<file path="src/rtl/user_wb_pkg.sv">
// Shared types and constants for the user-area Wishbone fabric.
package user_wb_pkg;

    typedef enum logic [1:0] {
        IDLE = 2'd0,
        FWD  = 2'd1,
        RESP = 2'd2,
        ERR  = 2'd3
    } state_e;

    typedef enum logic {
        CAUSE_UNMAPPED = 1'b0,
        CAUSE_TIMEOUT  = 1'b1
    } err_cause_e;

    localparam logic [31:0] DEFAULT_ERR_DATA = 32'hDEAD_BEEF;
    localparam int          SLOT_W           = 3;

    function automatic logic [7:0] sat_inc8(input logic [7:0] v);
        return (v == 8'hFF) ? v : v + 8'd1;
    endfunction

endpackage

</file>
<file path="src/rtl/user_wb_fabric_watchdog.sv">
// Per-transaction watchdog: counts enabled cycles, flags terminal count at TIMEOUT.
module wb_watchdog #(
    parameter int TIMEOUT = 255
) (
    input  logic clk_i,
    input  logic rst_i,
    input  logic clr_i,
    input  logic en_i,
    output logic tc_o
);

    logic [15:0] cnt_q;
    logic [15:0] cnt_d;

    assign tc_o = (cnt_q == 16'(TIMEOUT));

    always_comb begin
        cnt_d = cnt_q;
        if (clr_i) begin
            cnt_d = '0;
        end else if (en_i && !tc_o) begin
            cnt_d = cnt_q + 16'd1;
        end
    end

    always_ff @(posedge clk_i) begin
        if (rst_i) begin
            cnt_q <= '0;
        end else begin
            cnt_q <= cnt_d;
        end
    end

endmodule

</file>
<file path="src/rtl/user_wb_fabric.sv">
// Fans the management-SoC Wishbone port out to NUM_SLAVES user blocks,
// answering unmapped and timed-out accesses with an error response.
module user_wb_fabric
    import user_wb_pkg::*;
#(
    parameter int          NUM_SLAVES = 4,
    parameter logic [31:0] ADDR_BASE  = 32'h3000_0000,
    parameter int          SLAVE_AW   = 20,
    parameter int          TIMEOUT    = 255,
    parameter logic [31:0] ERR_DATA   = DEFAULT_ERR_DATA
) (
    input  logic                     wb_clk_i,
    input  logic                     wb_rst_i,
    input  logic                     wbs_cyc_i,
    input  logic                     wbs_stb_i,
    input  logic                     wbs_we_i,
    input  logic [3:0]               wbs_sel_i,
    input  logic [31:0]              wbs_adr_i,
    input  logic [31:0]              wbs_dat_i,
    output logic                     wbs_ack_o,
    output logic [31:0]              wbs_dat_o,
    output logic [NUM_SLAVES-1:0]    m_cyc_o,
    output logic [NUM_SLAVES-1:0]    m_stb_o,
    output logic                     m_we_o,
    output logic [3:0]               m_sel_o,
    output logic [SLAVE_AW-1:0]      m_adr_o,
    output logic [31:0]              m_dat_o,
    input  logic [32*NUM_SLAVES-1:0] m_dat_i,
    input  logic [NUM_SLAVES-1:0]    m_ack_i,
    input  logic                     irq_clr_i,
    output logic                     timeout_irq_o,
    output logic [7:0]               err_count_o
);

    state_e                  state_q;
    err_cause_e              cause_q;
    logic [SLOT_W-1:0]       slot_q;
    logic                    ack_q;
    logic [31:0]             rdat_q;
    logic [NUM_SLAVES-1:0]   cyc_q;
    logic [NUM_SLAVES-1:0]   stb_q;
    logic                    we_q;
    logic [3:0]              sel_q;
    logic [SLAVE_AW-1:0]     adr_q;
    logic [31:0]             wdat_q;
    logic                    irq_q;
    logic [7:0]              err_cnt_q;

    logic [31:0]             off;
    logic [31:0]             slot_w;
    logic                    addr_ok;
    logic [SLOT_W-1:0]       slot_n;
    logic [NUM_SLAVES-1:0]   slot_oh;
    logic                    ack_hit;
    logic [31:0]             rd_mux;
    logic                    wd_tc;
    logic                    irq_set;

    assign off     = wbs_adr_i - ADDR_BASE;
    assign slot_w  = off >> SLAVE_AW;
    assign addr_ok = (wbs_adr_i >= ADDR_BASE) && (slot_w < 32'(NUM_SLAVES));
    assign slot_n  = slot_w[SLOT_W-1:0];

    always_comb begin
        slot_oh = '0;
        for (int k = 0; k < NUM_SLAVES; k++) begin
            if (slot_n == SLOT_W'(k)) begin
                slot_oh[k] = 1'b1;
            end
        end
    end

    // Only the latched slot's ack and data are observed.
    always_comb begin
        ack_hit = 1'b0;
        rd_mux  = '0;
        for (int k = 0; k < NUM_SLAVES; k++) begin
            if (slot_q == SLOT_W'(k)) begin
                ack_hit = m_ack_i[k];
                rd_mux  = m_dat_i[32*k +: 32];
            end
        end
    end

    wb_watchdog #(
        .TIMEOUT (TIMEOUT)
    ) u_wdog (
        .clk_i (wb_clk_i),
        .rst_i (wb_rst_i),
        .clr_i (state_q != FWD),
        .en_i  (state_q == FWD),
        .tc_o  (wd_tc)
    );

    assign irq_set = (state_q == ERR) && (cause_q == CAUSE_TIMEOUT);

    always_ff @(posedge wb_clk_i) begin
        if (wb_rst_i) begin
            state_q   <= IDLE;
            cause_q   <= CAUSE_UNMAPPED;
            slot_q    <= '0;
            ack_q     <= 1'b0;
            rdat_q    <= '0;
            cyc_q     <= '0;
            stb_q     <= '0;
            we_q      <= 1'b0;
            sel_q     <= '0;
            adr_q     <= '0;
            wdat_q    <= '0;
            irq_q     <= 1'b0;
            err_cnt_q <= '0;
        end else begin
            ack_q  <= 1'b0;
            rdat_q <= '0;
            unique case (state_q)
                IDLE: begin
                    // The ack cycle of an error response is spent in IDLE;
                    // the master still holds stb then, so do not re-accept.
                    if (wbs_cyc_i && wbs_stb_i && !ack_q) begin
                        we_q   <= wbs_we_i;
                        sel_q  <= wbs_sel_i;
                        adr_q  <= off[SLAVE_AW-1:0];
                        wdat_q <= wbs_dat_i;
                        slot_q <= slot_n;
                        if (addr_ok) begin
                            cyc_q   <= slot_oh;
                            stb_q   <= slot_oh;
                            state_q <= FWD;
                        end else begin
                            cause_q <= CAUSE_UNMAPPED;
                            state_q <= ERR;
                        end
                    end
                end
                FWD: begin
                    if (!wbs_cyc_i) begin
                        cyc_q   <= '0;
                        stb_q   <= '0;
                        state_q <= IDLE;
                    end else if (ack_hit) begin
                        cyc_q   <= '0;
                        stb_q   <= '0;
                        ack_q   <= 1'b1;
                        rdat_q  <= we_q ? 32'h0 : rd_mux;
                        state_q <= RESP;
                    end else if (wd_tc) begin
                        cyc_q   <= '0;
                        stb_q   <= '0;
                        cause_q <= CAUSE_TIMEOUT;
                        state_q <= ERR;
                    end
                end
                RESP: begin
                    state_q <= IDLE;
                end
                ERR: begin
                    ack_q     <= 1'b1;
                    rdat_q    <= ERR_DATA;
                    err_cnt_q <= sat_inc8(err_cnt_q);
                    state_q   <= IDLE;
                end
                default: begin
                    state_q <= IDLE;
                end
            endcase
            if (irq_set) begin
                irq_q <= 1'b1;
            end else if (irq_clr_i) begin
                irq_q <= 1'b0;
            end
        end
    end

    assign wbs_ack_o     = ack_q;
    assign wbs_dat_o     = rdat_q;
    assign m_cyc_o       = cyc_q;
    assign m_stb_o       = stb_q;
    assign m_we_o        = we_q;
    assign m_sel_o       = sel_q;
    assign m_adr_o       = adr_q;
    assign m_dat_o       = wdat_q;
    assign timeout_irq_o = irq_q;
    assign err_count_o   = err_cnt_q;

endmodule

</file>
<file path="config.mk">
export PLATFORM = sky130hd
export DESIGN_NAME = user_wb_fabric
export DESIGN_NICKNAME = d
export VERILOG_FILES = /design/src/rtl/user_wb_pkg.sv /design/src/rtl/user_wb_fabric_watchdog.sv /design/src/rtl/user_wb_fabric.sv
export SDC_FILE = /design/constraint.sdc
export NUM_CORES = 1
export LEC_CHECK = 0
export BUFFER_PORTS_ARGS = -buffer_cell sky130_fd_sc_hd__buf_2
export CELL_PAD_IN_SITES_DETAIL_PLACEMENT = 1
export CELL_PAD_IN_SITES_GLOBAL_PLACEMENT = 2
export CORE_UTILIZATION = 22
export DETAILED_ROUTE_END_ITERATION = 12
export PLACE_DENSITY = 0.83
export SYNTH_ARGS = -nofsm -noshare
export SYNTH_HDL_FRONTEND = slang
export SYNTH_SLANG_ARGS = --single-unit
</file>
<file path="constraint.sdc">
create_clock -name wb_clk_i -period 1.8 [get_ports wb_clk_i]
set_input_delay 0.09 -clock wb_clk_i [delete_from_list [all_inputs] [get_ports wb_clk_i]]
set_output_delay 0.09 -clock wb_clk_i [all_outputs]
set_load 0.1 [all_outputs]
</file>
==> run summary <==
Setup repair after global routing left no endpoint under its margin. The number of buffers created by CTS came out at 17. The HPWL after detailed placement is between 15,000 and 20,000 um. The number of maximum-capacitance violations is 0. For this run, the top clock speed supported by timing is 597.5 MHz. The run finished with clean final reports. The maximum number of pins on one net before global-route repair is 61. The pre-antenna-repair detailed-routing pass consisted of 4 iterations. The number of placed I/O pins came out at 313. The min-delay analysis places its worst path in the category in2reg.

The first global-routing pass estimated roughly 34,000 um of wire. The combinational group share of total power came out at 0.189. The count of clock tree sinks is around 130. The via count of the first global-routing pass is approximately 6,300. Synthesis produced 625 cells. The initial antenna violation count is 1.

The cell area power density came out at 879.6 nW/um2. The later pin in the worst-skew pair is clocked with a latency of 0.42 ns. TritonCTS built the clock tree. The static leakage came out at approximately 3.8 nW. The number of post-CTS setup repair buffers is 0. The net count after synthesis is 833. After synthesis, the share of flip-flops with an asynchronous set or reset is 0. The number of flops mapped to enable cells by yosys came out at 0.

The share of Yosys cell area claimed by the top area cell type came out at 0.4469. The kind of cell adding the most delay to the critical path is simple AND/OR/NAND/NOR gates. The clock period minus worst slack is 1.674 ns. Hold timing on the final database bottoms out at a slack of 0.03323 ns.

At the end of routability-driven placement, the weighted congestion stood at between 0.8 and 0.9. The worst hold path begins at m_dat_i[104]. The total count of max-transition violations in the final report is 0. The worst ir drop on vdd is 558.7 uV. The data required time of the worst path came out at 2.15 ns. From synthesis to final layout, the design area changed by 59.60%. The DRC violations left is 0. By area the synthesized netlist is led by sky130_fd_sc_hd__dfxtp_1 (45%), sky130_fd_sc_hd__mux4_2 (9.7%), sky130_fd_sc_hd__a21oi_1 (9.1%), sky130_fd_sc_hd__nand2_1 (9.0%), sky130_fd_sc_hd__nor3_1 (2.3%). In the layout the commonest cells are sky130_fd_sc_hd__buf_2 (312), sky130_fd_sc_hd__nand2_1 (134), sky130_fd_sc_hd__dfxtp_1 (113). The internal power consumption came out at about 0.0054 W. The final layout contains routed wiring with a total length of about 22,000 um.

The number of rows in the core area is 58. After the first detailed-routing iteration, the DRC count stood at 276. The clock-pin slew on the worst setup and hold paths came out at 0.07 ns. The number of warnings issued by yosys is 0. The critical path starts at u_wdog.cnt_q[1]. The number of buffer cells added on primary ports came out at 312. The H-tree generated during clock tree synthesis spans 4 levels. After global routing the overflow that remains totals 0. The average instance in the mapped netlist occupies approximately 9 um2. Total power for the finished layout comes to 0.007860 W. The net count of the finished layout is 1,211. The area of the mapped netlist is 5599 um2.

The worst pin sits at a relative slew slack of 0.6491. Timing analysis after detailed placement gives a worst setup slack of -0.05504 ns. After synthesis, the netlist uses 51 different library cells. The buffers plus inverters on the worst setup path came out at 0. The type of destination of the critical path is a register.

The post-synthesis cell type with the largest combined area is sky130_fd_sc_hd__dfxtp_1. The mean routed wirelength per cell is between 15 and 20 um. Measured along the y axis, the die boundary spans 161.5 um. For the pin with the worst max-slew slack, the measured transition is 0.5300 ns.

The clock tree skew after final layout came out at around 0.015 ns. The sequential share of power is 0.367. In this run the horizontal extent of the chip is 161.5 um. The power dissipated by switching net loads is 0.002421 W.

By startpoint and endpoint, the worst setup path is classified as reg2reg. The total global routing track utilization is 0.1652. The residual antenna-violating net count after detailed routing came out at 0. The startpoint kind of the worst setup timing path is a register. For this design, the slowest cell found on the critical path is sky130_fd_sc_hd__or4_1. The filler cells instantiated in the layout total about 3,000. Setup slack on the critical path of the routed design comes to approximately 0.13 ns. Leaving out fill and tap cells, the most frequent cell in the layout is sky130_fd_sc_hd__buf_2.

Of the available clock period, the critical path in the final layout requires 0.9298. Using the TritonRoute via totals, the vias-per-cell ratio works out to 4.569. In the synthesized netlist the dominant register cell turns out to be sky130_fd_sc_hd__dfxtp_1. Of the total power, the share spent switching nets is 0.3080. The number of synthesized register bits came out at about 130. The worst path arrival time came out at 2.02 ns. In this design, the stage delay of the slowest critical-path cell is 0.51 ns. The share of synthesized area occupied by flip-flops and latches is 0.4469. The core area came out at about 25,000 um2. The final hold violation count came to 0. Detailed routing inserted a total of 6,150 vias.

The root buffer cell chosen for the clock tree is sky130_fd_sc_hd__clkbuf_16. The clock passes through at most 2 buffers. The fraction of power consumed by the clock network is 0.444. Walking the worst path, the cells encountered are ha_2, and3_1, and4_4, or4_1, a21oi_1. The maximum fanout along the worst path came out at 12. Setup violations remaining at the end of the flow were counted as 0. The reg-to-reg startpoint is u_wdog.cnt_q[1]. The die covers between 20,000 and 30,000 um2. The initial core utilization is 0.2236. The fraction of final layout cells sized beyond drive strength 1 is 0.4266.
[metrics by stage]
stage | instances | setup TNS (ns) | utilization | instance area (um2)
floorplan | 625 | 0 | - | 5610
global route | 1346 | 0 | 0.3569 | 8936
CTS | 1345 | 0 | 0.3559 | 8910
global placement | 1248 | 0 | 0.3059 | 7660
detailed placement | 1248 | -0.1984 | 0.3059 | 7660
finish | 1346 | 0 | 0.3569 | 8936
[power groups by stage]
stage	Clock [W]	Combinational [W]	Sequential (W)
2_1_floorplan	0	0.000434	0.00343
3_3_place_gp	0	0.00136	0.00294
3_5_place_dp	0	0.00137	0.00294
4_1_cts	0.00360	0.00149	0.00288
5_1_grt	0.00374	0.00157	0.00289
6_report	0.00349	0.00148	0.00288
[state kept, by name (all words and copies together), names as in the netlist]
signal and flops:
m_dat_o 32, wbs_dat_o 32, m_adr_o 20, u_wdog.cnt_q 16, err_count_o 8, m_sel_o 4
m_stb_o 4, slot_q 3, state_q 2, cause_q 1, m_we_o 1, timeout_irq_o 1
wbs_ack_o 1
[cell usage after synthesis, types with 2 or more instances]
cell                       count
sky130_fd_sc_hd__clkbuf_1     31
sky130_fd_sc_hd__nor4_1        3
sky130_fd_sc_hd__nor2_1       12
sky130_fd_sc_hd__mux2_2        3
sky130_fd_sc_hd__buf_2        10
sky130_fd_sc_hd__dfxtp_1     125
sky130_fd_sc_hd__nand3_1      12
sky130_fd_sc_hd__a22o_1        2
sky130_fd_sc_hd__nand4_1       4
sky130_fd_sc_hd__a31oi_1       4
sky130_fd_sc_hd__mux2i_1       3
sky130_fd_sc_hd__nor3_1       26
sky130_fd_sc_hd__nand2_1     134
sky130_fd_sc_hd__and3_1        3
sky130_fd_sc_hd__nand2b_1      8
sky130_fd_sc_hd__and4_1        4
sky130_fd_sc_hd__and2_1        2
sky130_fd_sc_hd__a211oi_1     17
sky130_fd_sc_hd__or4_1        12
sky130_fd_sc_hd__ha_1          2
sky130_fd_sc_hd__xnor2_1       3
sky130_fd_sc_hd__or3_1         4
sky130_fd_sc_hd__a21oi_1     102
sky130_fd_sc_hd__a221oi_1      2
sky130_fd_sc_hd__a32o_1        4
sky130_fd_sc_hd__or2_2         2
sky130_fd_sc_hd__nor2b_1      11
sky130_fd_sc_hd__o21ai_0       4
sky130_fd_sc_hd__o21ai_1       2
sky130_fd_sc_hd__o31ai_1      10
sky130_fd_sc_hd__nor4_2        2
sky130_fd_sc_hd__inv_1         6
sky130_fd_sc_hd__buf_1         3
sky130_fd_sc_hd__buf_4         6
sky130_fd_sc_hd__o22ai_1       8
sky130_fd_sc_hd__mux4_2       24
[routing by layer]
metal / part of all wire / wire (um) / global-route usage
met1: 0.41 / 9008 / 0.1930
met2: 0.52 / 11300 / 0.2896
met3: 0.040 / 876 / 0.04032
met4: 0.025 / 539 / 0.06389
met5: 0 / 0 / 0
[final cells by class]
class	instances	area, um2	area share
Clock inverter	14	157.7	0.01764
Inverter	6	22.52	0.002520
Sequential cell	125	2517	0.2817
Antenna cell	1	2.502	0.0002800
Multi-Input combinational cell	442	2865	0.3206
Timing Repair Buffer	411	2532	0.2834
Clock buffer	17	425.4	0.04761
Tap cell	330	412.9	0.04621
[worst reg2reg max path, stage by stage (launching register included)]
cell                      delay [ns]
sky130_fd_sc_hd__dfxtp_2        0.34
sky130_fd_sc_hd__ha_2           0.18
sky130_fd_sc_hd__and3_1         0.20
sky130_fd_sc_hd__and4_4         0.23
sky130_fd_sc_hd__or4_1          0.51
sky130_fd_sc_hd__a21oi_1        0.15
[timing repair]
item | 4_1_cts | 5_1_grt
hold endpoints to repair | 69 | 0
resized for setup | 2 | 6
setup endpoints to repair | 8 | 12
hold buffers | 66 | 0
gates cloned | 0 | 0
[final timing paths]
path                      end  slack, ns  cells after the start
max          u_wdog.cnt_q[15]       0.13                      5
min              wbs_dat_o[8]       0.03                      3
max reg2reg  u_wdog.cnt_q[15]       0.13                      5
min reg2reg       m_adr_o[13]       0.45                      2
[cells by family (layout without fill, tap and decap cells)]
family,Yosys count,in the layout,synth area share
compound gates,161,161,0.1725
xor+xnor,3,3,0.004694
other cells,0,1,0
buf+inv,58,448,0.04849
flops,125,125,0.4469
fa+ha+maj,2,2,0.004469
simple gates,246,246,0.2150
mux,30,30,0.1079
(Power assumes the default switching activity.)
